## config.mk

```make
export PLATFORM = sky130hd
export DESIGN_NAME = highest_match_tracker
export DESIGN_NICKNAME = d
export VERILOG_FILES = /design/src/rtl/highest_match_tracker.sv
export SDC_FILE = /design/constraint.sdc
export NUM_CORES = 1
export LEC_CHECK = 0
export ABC_AREA = 1
export ABC_CLOCK_PERIOD_IN_PS = 2750
export CORE_MARGIN = 3
export CORE_UTILIZATION = 45
export CTS_BUF_LIST = sky130_fd_sc_hd__clkbuf_8
export DETAILED_ROUTE_END_ITERATION = 8
export PLACE_DENSITY = 0.84
export SLEW_MARGIN = 40
export SYNTH_ARGS = -nofsm -noshare
export SYNTH_HDL_FRONTEND = slang
export SYNTH_SLANG_ARGS = --single-unit
```

## constraint.sdc

```tcl
create_clock -name clk -period 2.75 [get_ports clk]
set_clock_uncertainty 0.15 [all_clocks]
set_input_delay 0.6875 -clock clk [delete_from_list [all_inputs] [get_ports clk]]
set_output_delay 0.6875 -clock clk [all_outputs]
set_load 0.01 [all_outputs]
```

## src/rtl/highest_match_tracker.sv

```systemverilog
// Streaming highest-match tracker: finds the longest match bit per beat and keeps the
// best one across a frame, emitting one registered result per frame.
module highest_match_tracker #(
    parameter int WIDTH = 17,
    parameter int LEN_W = 8,
    parameter int IDX_W = 4
) (
    input  logic             clk,
    input  logic             reset,
    input  logic             in_valid,
    output logic             in_ready,
    input  logic [WIDTH-1:0] equals,
    input  logic             in_last,
    output logic             out_valid,
    input  logic             out_ready,
    output logic [LEN_W-1:0] best_len,
    output logic [IDX_W-1:0] best_idx,
    output logic             found,
    output logic             overflow
);

    localparam logic [1:0] ST_IDLE  = 2'd0;
    localparam logic [1:0] ST_ACCUM = 2'd1;
    localparam logic [1:0] ST_DONE  = 2'd2;

    localparam logic [LEN_W-1:0] LEN_NONE = {LEN_W{1'b1}};
    localparam logic [IDX_W-1:0] IDX_MAX  = {IDX_W{1'b1}};
    localparam logic [IDX_W-1:0] IDX_ZERO = {IDX_W{1'b0}};
    localparam logic [IDX_W-1:0] IDX_ONE  = {{(IDX_W-1){1'b0}}, 1'b1};

    // Returns {hit, index of highest set bit}; index is all-ones when nothing is set.
    function automatic logic [LEN_W:0] encode_high(input logic [WIDTH-1:0] vec);
        logic [LEN_W:0] res;
        res = {1'b0, LEN_NONE};
        for (int i = 0; i < WIDTH; i++) begin
            if (vec[i]) begin
                res = {1'b1, LEN_W'(i)};
            end
        end
        return res;
    endfunction

    logic [1:0]       state_r;
    logic [LEN_W-1:0] best_len_r;
    logic [IDX_W-1:0] best_idx_r;
    logic             found_r;
    logic             overflow_r;
    logic [IDX_W-1:0] cnt_r;
    logic             sat_r;

    logic [LEN_W:0]   enc_s;
    logic             in_ready_s;
    logic             accept_s;
    logic             take_s;

    // Per-beat encode and the strictly-greater update decision (ties keep the earlier beat).
    always_comb begin
        enc_s      = encode_high(equals);
        in_ready_s = (state_r != ST_DONE);
        accept_s   = in_valid && in_ready_s;
        take_s     = 1'b0;
        if (enc_s[LEN_W] && (!found_r || (enc_s[LEN_W-1:0] > best_len_r))) begin
            take_s = 1'b1;
        end else begin
            take_s = 1'b0;
        end
    end

    // Frame FSM, accumulators and saturating beat counter.
    always_ff @(posedge clk or posedge reset) begin
        if (reset) begin
            state_r    <= ST_IDLE;
            best_len_r <= LEN_NONE;
            best_idx_r <= IDX_ZERO;
            found_r    <= 1'b0;
            overflow_r <= 1'b0;
            cnt_r      <= IDX_ZERO;
            sat_r      <= 1'b0;
        end else begin
            case (state_r)
                ST_IDLE, ST_ACCUM: begin
                    if (accept_s) begin
                        if (take_s) begin
                            best_len_r <= enc_s[LEN_W-1:0];
                            best_idx_r <= cnt_r;
                            found_r    <= 1'b1;
                        end
                        // sat_r means all index slots are used: this beat is one too many.
                        if (sat_r) begin
                            overflow_r <= 1'b1;
                        end
                        if (in_last) begin
                            cnt_r   <= IDX_ZERO;
                            sat_r   <= 1'b0;
                            state_r <= ST_DONE;
                        end else begin
                            state_r <= ST_ACCUM;
                            if (cnt_r == IDX_MAX) begin
                                sat_r <= 1'b1;
                            end else begin
                                cnt_r <= cnt_r + IDX_ONE;
                            end
                        end
                    end
                end
                ST_DONE: begin
                    if (out_ready) begin
                        state_r    <= ST_IDLE;
                        best_len_r <= LEN_NONE;
                        best_idx_r <= IDX_ZERO;
                        found_r    <= 1'b0;
                        overflow_r <= 1'b0;
                    end
                end
                default: begin
                    state_r <= ST_IDLE;
                end
            endcase
        end
    end

    assign in_ready  = in_ready_s;
    assign out_valid = (state_r == ST_DONE);
    assign best_len  = best_len_r;
    assign best_idx  = best_idx_r;
    assign found     = found_r;
    assign overflow  = overflow_r;

endmodule

```

== After elaboration in Yosys (flattened, before gate mapping) ==
Cells that the tools add are included.

* Register bits: 21
* Output and inout bits: 16

* Add/subtract/negate cells: 1
* Magnitude comparators: 1
* Equality and inequality tests: 9
* Multiplexer cells: 41
* Reduce and logical (&&, ||, !) cells: 13

{| class="wikitable"
|+ Operators by type and width
! kind !! count
|-
| $mux W9 || 17
|-
| $mux W8 || 3
|-
| $mux W4 || 5
|-
| $pmux W8 S2 || 1
|-
| $ne A2 B2 Y1 const B || 5
|-
| $gt A8 B8 Y1 || 1
|-
| $mux W1 || 8
|-
| $pmux W4 S2 || 1
|-
| $reduce_and A4 Y1 || 2
|-
| $mux W2 || 3
|-
| $reduce_and A3 Y1 || 2
|-
| $add A4 B1 Y4 const B || 1
|-
| $eq A4 B4 Y1 const B || 1
|-
| $pmux W1 S2 || 2
|-
| $pmux W2 S2 || 1
|-
| $reduce_bool A2 Y1 || 2
|-
| $eq A2 B1 Y1 const B || 1
|-
| $eq A2 B2 Y1 const B || 1
|-
| $logic_and A1 B1 Y1 || 2
|-
| $logic_not A2 Y1 || 1
|-
| $ne A2 B1 Y1 const B || 1
|-
| $reduce_and A2 Y1 || 1
|-
| $reduce_or A2 Y1 || 1
|-
| $logic_not A1 Y1 || 1
|-
| $logic_or A1 B1 Y1 || 1
|}

== Depth between registers and ports, before layout ==
* Depth in word-level cells: 24
* Depth in mapped cells: 27

== Worst setup path before layout ==
No wires, ideal clock.

* Kind: input-to-reg
* Start: input equals[0]
* End: register best_idx_r[3] (netlist: best_idx[3])
* Arrival: 2.582 ns
* Required time: 2.526 ns
* Setup slack: -0.056 ns
* Stages on the path: 19
* Buffers on the path: 1
* Cell sequence: or2_4 > nand3_1 > nand3_1 > nand3_1 > nand3_1 > nand2_1 > a21oi_1 > a21oi_1 > ha_1 > inv_1 > o21bai_1 > a221oi_1 > o21ai_1 > nand2_1 > nand2_1 > nand2_8 > buf_12 > nand3_2 > o21ai_2

* Word-level cells in the longest chain between the ends: 23

{| class="wikitable"
|+ RTL lines
! item !! line !! source
|-
| start, declared || 12 || <nowiki>input logic [WIDTH-1:0] equals,</nowiki>
|-
| $mux W9 * (17 in series) || 36 || <nowiki>if (vec[i]) begin</nowiki>
|-
| $gt A8 B8 Y1 || 62 || <nowiki>if (enc_s[LEN_W] && (!found_r || (enc_s[LEN_W-1:0] > best_len_r))) begin</nowiki>
|-
| $logic_or A1 B1 Y1 || 62 ||
|-
| $logic_and A1 B1 Y1 * || 62 ||
|-
| $mux W1 * || 62 ||
|-
| $ne A2 B2 Y1 (no line) * || -- ||
|-
| $reduce_and A4 Y1 (no line) * || -- ||
|-
| end signal, assigned || 85 || <nowiki>best_idx_r <= cnt_r;</nowiki>
|-
| end, declared || 45 || <nowiki>logic [IDX_W-1:0] best_idx_r;</nowiki>
|}

Every way passes the cells marked *; elsewhere a longest branch is shown, timed or not.
A chain may end at the register's enable or synchronous reset.

== Final worst setup path ==
* Start: input equals[14]
* End: register best_len_r[1] (netlist: best_len[1])

* Word-level cells in the longest chain between the ends: 9
* Elaborated cells between the ends (all ways): 12
* Those cells by class: order compare: 1; eq/ne: 1; mux: 7; reduce/logical: 3

{| class="wikitable"
|+ RTL lines
! item !! line !! source
|-
| $mux W9 * (3 in series) || 36 ||
|-
| $gt A8 B8 Y1 || 62 ||
|-
| $logic_or A1 B1 Y1 || 62 ||
|-
| $logic_and A1 B1 Y1 || 62 ||
|-
| $mux W1 || 62 ||
|-
| $ne A2 B2 Y1 (no line) || -- ||
|-
| $reduce_and A4 Y1 (no line) || -- ||
|-
| end signal, assigned || 84 || <nowiki>best_len_r <= enc_s[LEN_W-1:0];</nowiki>
|-
| end, declared || 44 || <nowiki>logic [LEN_W-1:0] best_len_r;</nowiki>
|}

Every way passes the cells marked *; elsewhere a longest branch is shown, timed or not. The select of a mux whose other input is x is not followed.

==> results.cfg <==
[timing]
setup_slack_ns = -0.190
min_period_ns = 2.94
setup-violations-final = 11
final_min_period_over_clock_period = 1.07
fmaxAchievable_mhz = 340
rsz_0062_raised_after_global_routing = yes
slew_headroom = 0.535
finalHoldViolations = 0
final_max_slew_viol_count = 0
tightest_slew_ns = 0.696

[final_layout]
fraction_of_layout_cells_with_a_size_suffix_above_1 = 0.430
num-nets-final = 268
area.growth.synth_to_final_pct = 59.7
antennaDiodeCount = 0
finish.utilization = 0.764

[min_path]
timing.hold.worst_endpoint = state_r[0]
min_from = state_r[1]
hold_path.class = register to register
min_delay_path_depth = 1

[die]
die_w_um = 60.4
num_rows = 19
die_height_um = 60.4
initial_core_util = 0.478
boundaryPins = 38
core-area_um2 = 2780
floorplan.die_area_um2 = 3640

[worst_setup_path]
worstSetupEndpointType = register
r2r_start = best_len[1]
r2r-end = best_len[1]
timing.critical_path.required_ns = 2.78
crit_arrival_ns = 2.97
timing.setup.critical_path_class = input port to register
setup.worst_path.start_class = input port
cp_max_fo = 5
r2r_slack_ns = 0.53
ff2ff_path_depth = 12

[pwr]
sum_of_internal_switching_and_leakage_power_w = 0.00151
pd_cells_nw_per_um2 = 709
worst_ir_drop_vdd_v = 0.000763
p_leak_nw = 1.06

[detailed_routing]
via_count = 1390
route.detailed.drc = 0
route.antenna.remaining_nets = 0
routed_wirelength_um = 4090
detailed_router_s_first_iteration_violation_count = 68
detailedRoute.firstPassIterationCount = 4
wl_per_cell_um = 15.3
route.detailed.vias_per_inst = 5.19

[synth]
synth-adder-area-share = 0.0753
postSynth.asyncResetShare = 1.00
synth_warnings = 0
synth_xor_area_frac = 0
synth-compound-area-share = 0.140
post_synth_inst_count = 169
synthesis.area_um2 = 1330
combinational_family_with_the_most_area_after_synthesis = simple AND/OR/NAND/NOR gates
yosysSeqAreaShare = 0.363
synth_most_common_cell = sky130_fd_sc_hd__inv_1
synth_edf_count = 0
synth_top_area_cell = sky130_fd_sc_hd__dfrtp_1
yosys_register_bits = 19
synth-main-ff-cell = sky130_fd_sc_hd__dfrtp_1
synth.top_cell.area_share = 0.245
synth_nets = 199
yosys-top-cells-count = sky130_fd_sc_hd__inv_1 (35), sky130_fd_sc_hd__nand2_1 (30), sky130_fd_sc_hd__dfrtp_1 (13), sky130_fd_sc_hd__nor2_1 (12), sky130_fd_sc_hd__a21oi_1 (9)
synthTopCellsByArea = sky130_fd_sc_hd__dfrtp_1 (24%), sky130_fd_sc_hd__dfstp_2 (12%), sky130_fd_sc_hd__inv_1 (9.9%)
post_synth_and_or_nand_nor_area_fraction = 0.279
muxShareOfSynthArea = 0
syn-mean-instance-area_um2 = 7.87
synth.distinct_cells = 28

[clock_network]
cts_buffer_depth = 2
cts-buffers-inserted = 3
numClockSinks = 19
post_cts_hold_buffer_count = 0
worst_skew_pair.late_latency_ns = 0.25
cts.clk_slew.worst_paths_ns = 0.07
cts_tree = done
cts_htree_levels = 1
cts-root-buf = sky130_fd_sc_hd__clkbuf_8

[placed_design]
place_congestion = 0.827
place_hpwl_um = 2250
place_ws_ns = -0.645
portBuffers = 37

[global_route]
tot_gr_track_use = 0.211
globalRoute.totalOverflow = 0
grt_first_pass_wirelength_um = 5700
number_of_antenna_violations_at_the_first_check_in_global_routing = 0
grt_start_max_net_pins = 20
first_global_vias = 1299

[status]
status = finished with violations
violated_checks = negative setup slack

[flow_run]
timing.max_cap.violations = 0
-- sequential cells by signal (all words and copies together) (netlist names) --
| signal | cells |
|---|---|
| found | 1 |
| overflow | 1 |
| best_idx | 4 |
| sat_r | 1 |
| best_len | 6 |
| state_r | 2 |
| cnt_r | 4 |
-- cells by family after synthesis --
kind of cell    count (synthesis)
compound gates                 32
fa+ha+maj                       8
buf+inv                        44
flops                          19
simple gates                   66
-- through the flow --
stage          setup TNS [ns]  cell area, µm²  std cells  hold WS, ns
5_1_grt                 -3.46            2120        268        0.362
3_3_place_gp            -5.90            1840        250        0.310
6_report                -1.72            2120        268        0.347
3_5_place_dp            -6.81            1840        250        0.328
2_1_floorplan         -0.0415            1340        169        0.291
4_1_cts                -0.501            1990        264        0.337
-- worst max-delay path, stage by stage --
cell                              delay [ns]
sky130_fd_sc_hd__clkdlybuf4s50_1        0.51
sky130_fd_sc_hd__inv_1                  0.09
sky130_fd_sc_hd__nand3_2                0.11
sky130_fd_sc_hd__nor2_2                 0.06
sky130_fd_sc_hd__a21oi_2                0.21
sky130_fd_sc_hd__ha_4                   0.24
sky130_fd_sc_hd__nand2_1                0.07
sky130_fd_sc_hd__inv_2                  0.06
sky130_fd_sc_hd__a221oi_2               0.27
sky130_fd_sc_hd__o21ai_1                0.09
sky130_fd_sc_hd__nand2_1                0.09
sky130_fd_sc_hd__nand2_2                0.10
sky130_fd_sc_hd__nand2_8                0.12
sky130_fd_sc_hd__nand2_4                0.08
sky130_fd_sc_hd__o21ai_2                0.08
sky130_fd_sc_hd__o21ai_1                0.10
-- cell type report --
| class | instances | area [µm²] |
|---|---|---|
| Tap cell | 31 | 38.8 |
| Clock buffer | 3 | 41.3 |
| Inverter | 41 | 154 |
| Sequential cell | 19 | 483 |
| Multi-Input combinational cell | 107 | 826 |
| Clock inverter | 1 | 5.00 |
| Fill cell | 161 | 657 |
| Timing Repair Buffer | 66 | 577 |
-- how the worst max path moves through the flow --
stage	startpoint	endpoint	slack (ns)	depth (start not counted)
5_1_grt	equals[5]	best_idx[1]	-0.34	24
3_3_place_gp	equals[0]	best_len[1]	-0.56	20
4_1_cts	equals[1]	best_idx[1]	-0.07	20
6_report	equals[14]	best_len[1]	-0.19	16
2_1_floorplan	equals[0]	best_idx[3]	-0.01	19
3_5_place_dp	equals[0]	best_len[1]	-0.64	20
-- per-layer routing --
layer | up-vias | share of wire | GRT usage
li1 | 670 | - | -
met1 | 664 | 0.40 | 0.258
met2 | 42 | 0.52 | 0.378
met3 | 14 | 0.041 | 0.0404
met4 | 0 | 0.032 | 0.0538
met5 | - | 0 | 0
-- placed cells by master (no fill, tap or decap), types with 2 or more instances in the layout --
master                             n
sky130_fd_sc_hd__inv_1            31
sky130_fd_sc_hd__buf_4            28
sky130_fd_sc_hd__nand2_1          27
sky130_fd_sc_hd__clkdlybuf4s50_1  23
sky130_fd_sc_hd__dfrtp_1          13
sky130_fd_sc_hd__nand3_2          11
sky130_fd_sc_hd__inv_2            10
sky130_fd_sc_hd__o21ai_2          10
sky130_fd_sc_hd__dlygate4sd2_1     9
sky130_fd_sc_hd__nor2_1            8
sky130_fd_sc_hd__ha_1              6
sky130_fd_sc_hd__dfstp_2           6
sky130_fd_sc_hd__a21oi_2           5
sky130_fd_sc_hd__o21ai_1           4
sky130_fd_sc_hd__nand2_2           4
sky130_fd_sc_hd__o21ai_0           4
sky130_fd_sc_hd__a21oi_1           4
sky130_fd_sc_hd__nor2_2            3
sky130_fd_sc_hd__clkbuf_8          3
sky130_fd_sc_hd__clkbuf_2          3
sky130_fd_sc_hd__nand4_1           2
sky130_fd_sc_hd__nand2_8           2
sky130_fd_sc_hd__nand2_4           2
sky130_fd_sc_hd__nand3_1           2
sky130_fd_sc_hd__ha_4              2
sky130_fd_sc_hd__buf_6             2
-- what timing repair did --
item	4_1_cts	5_1_grt
endpoints found under the setup margin	11	11
cloned	0	1
buffers inserted	10	3
pin swaps	12	18
gates resized for setup	34	33
-- report_power, final --
part	switching [W]	internal, W
clock	0.0000902	0.000101
sequential	0.0000705	0.000395
combinational	0.000433	0.000416
Note: power is estimated with default switching activity, not from simulation.
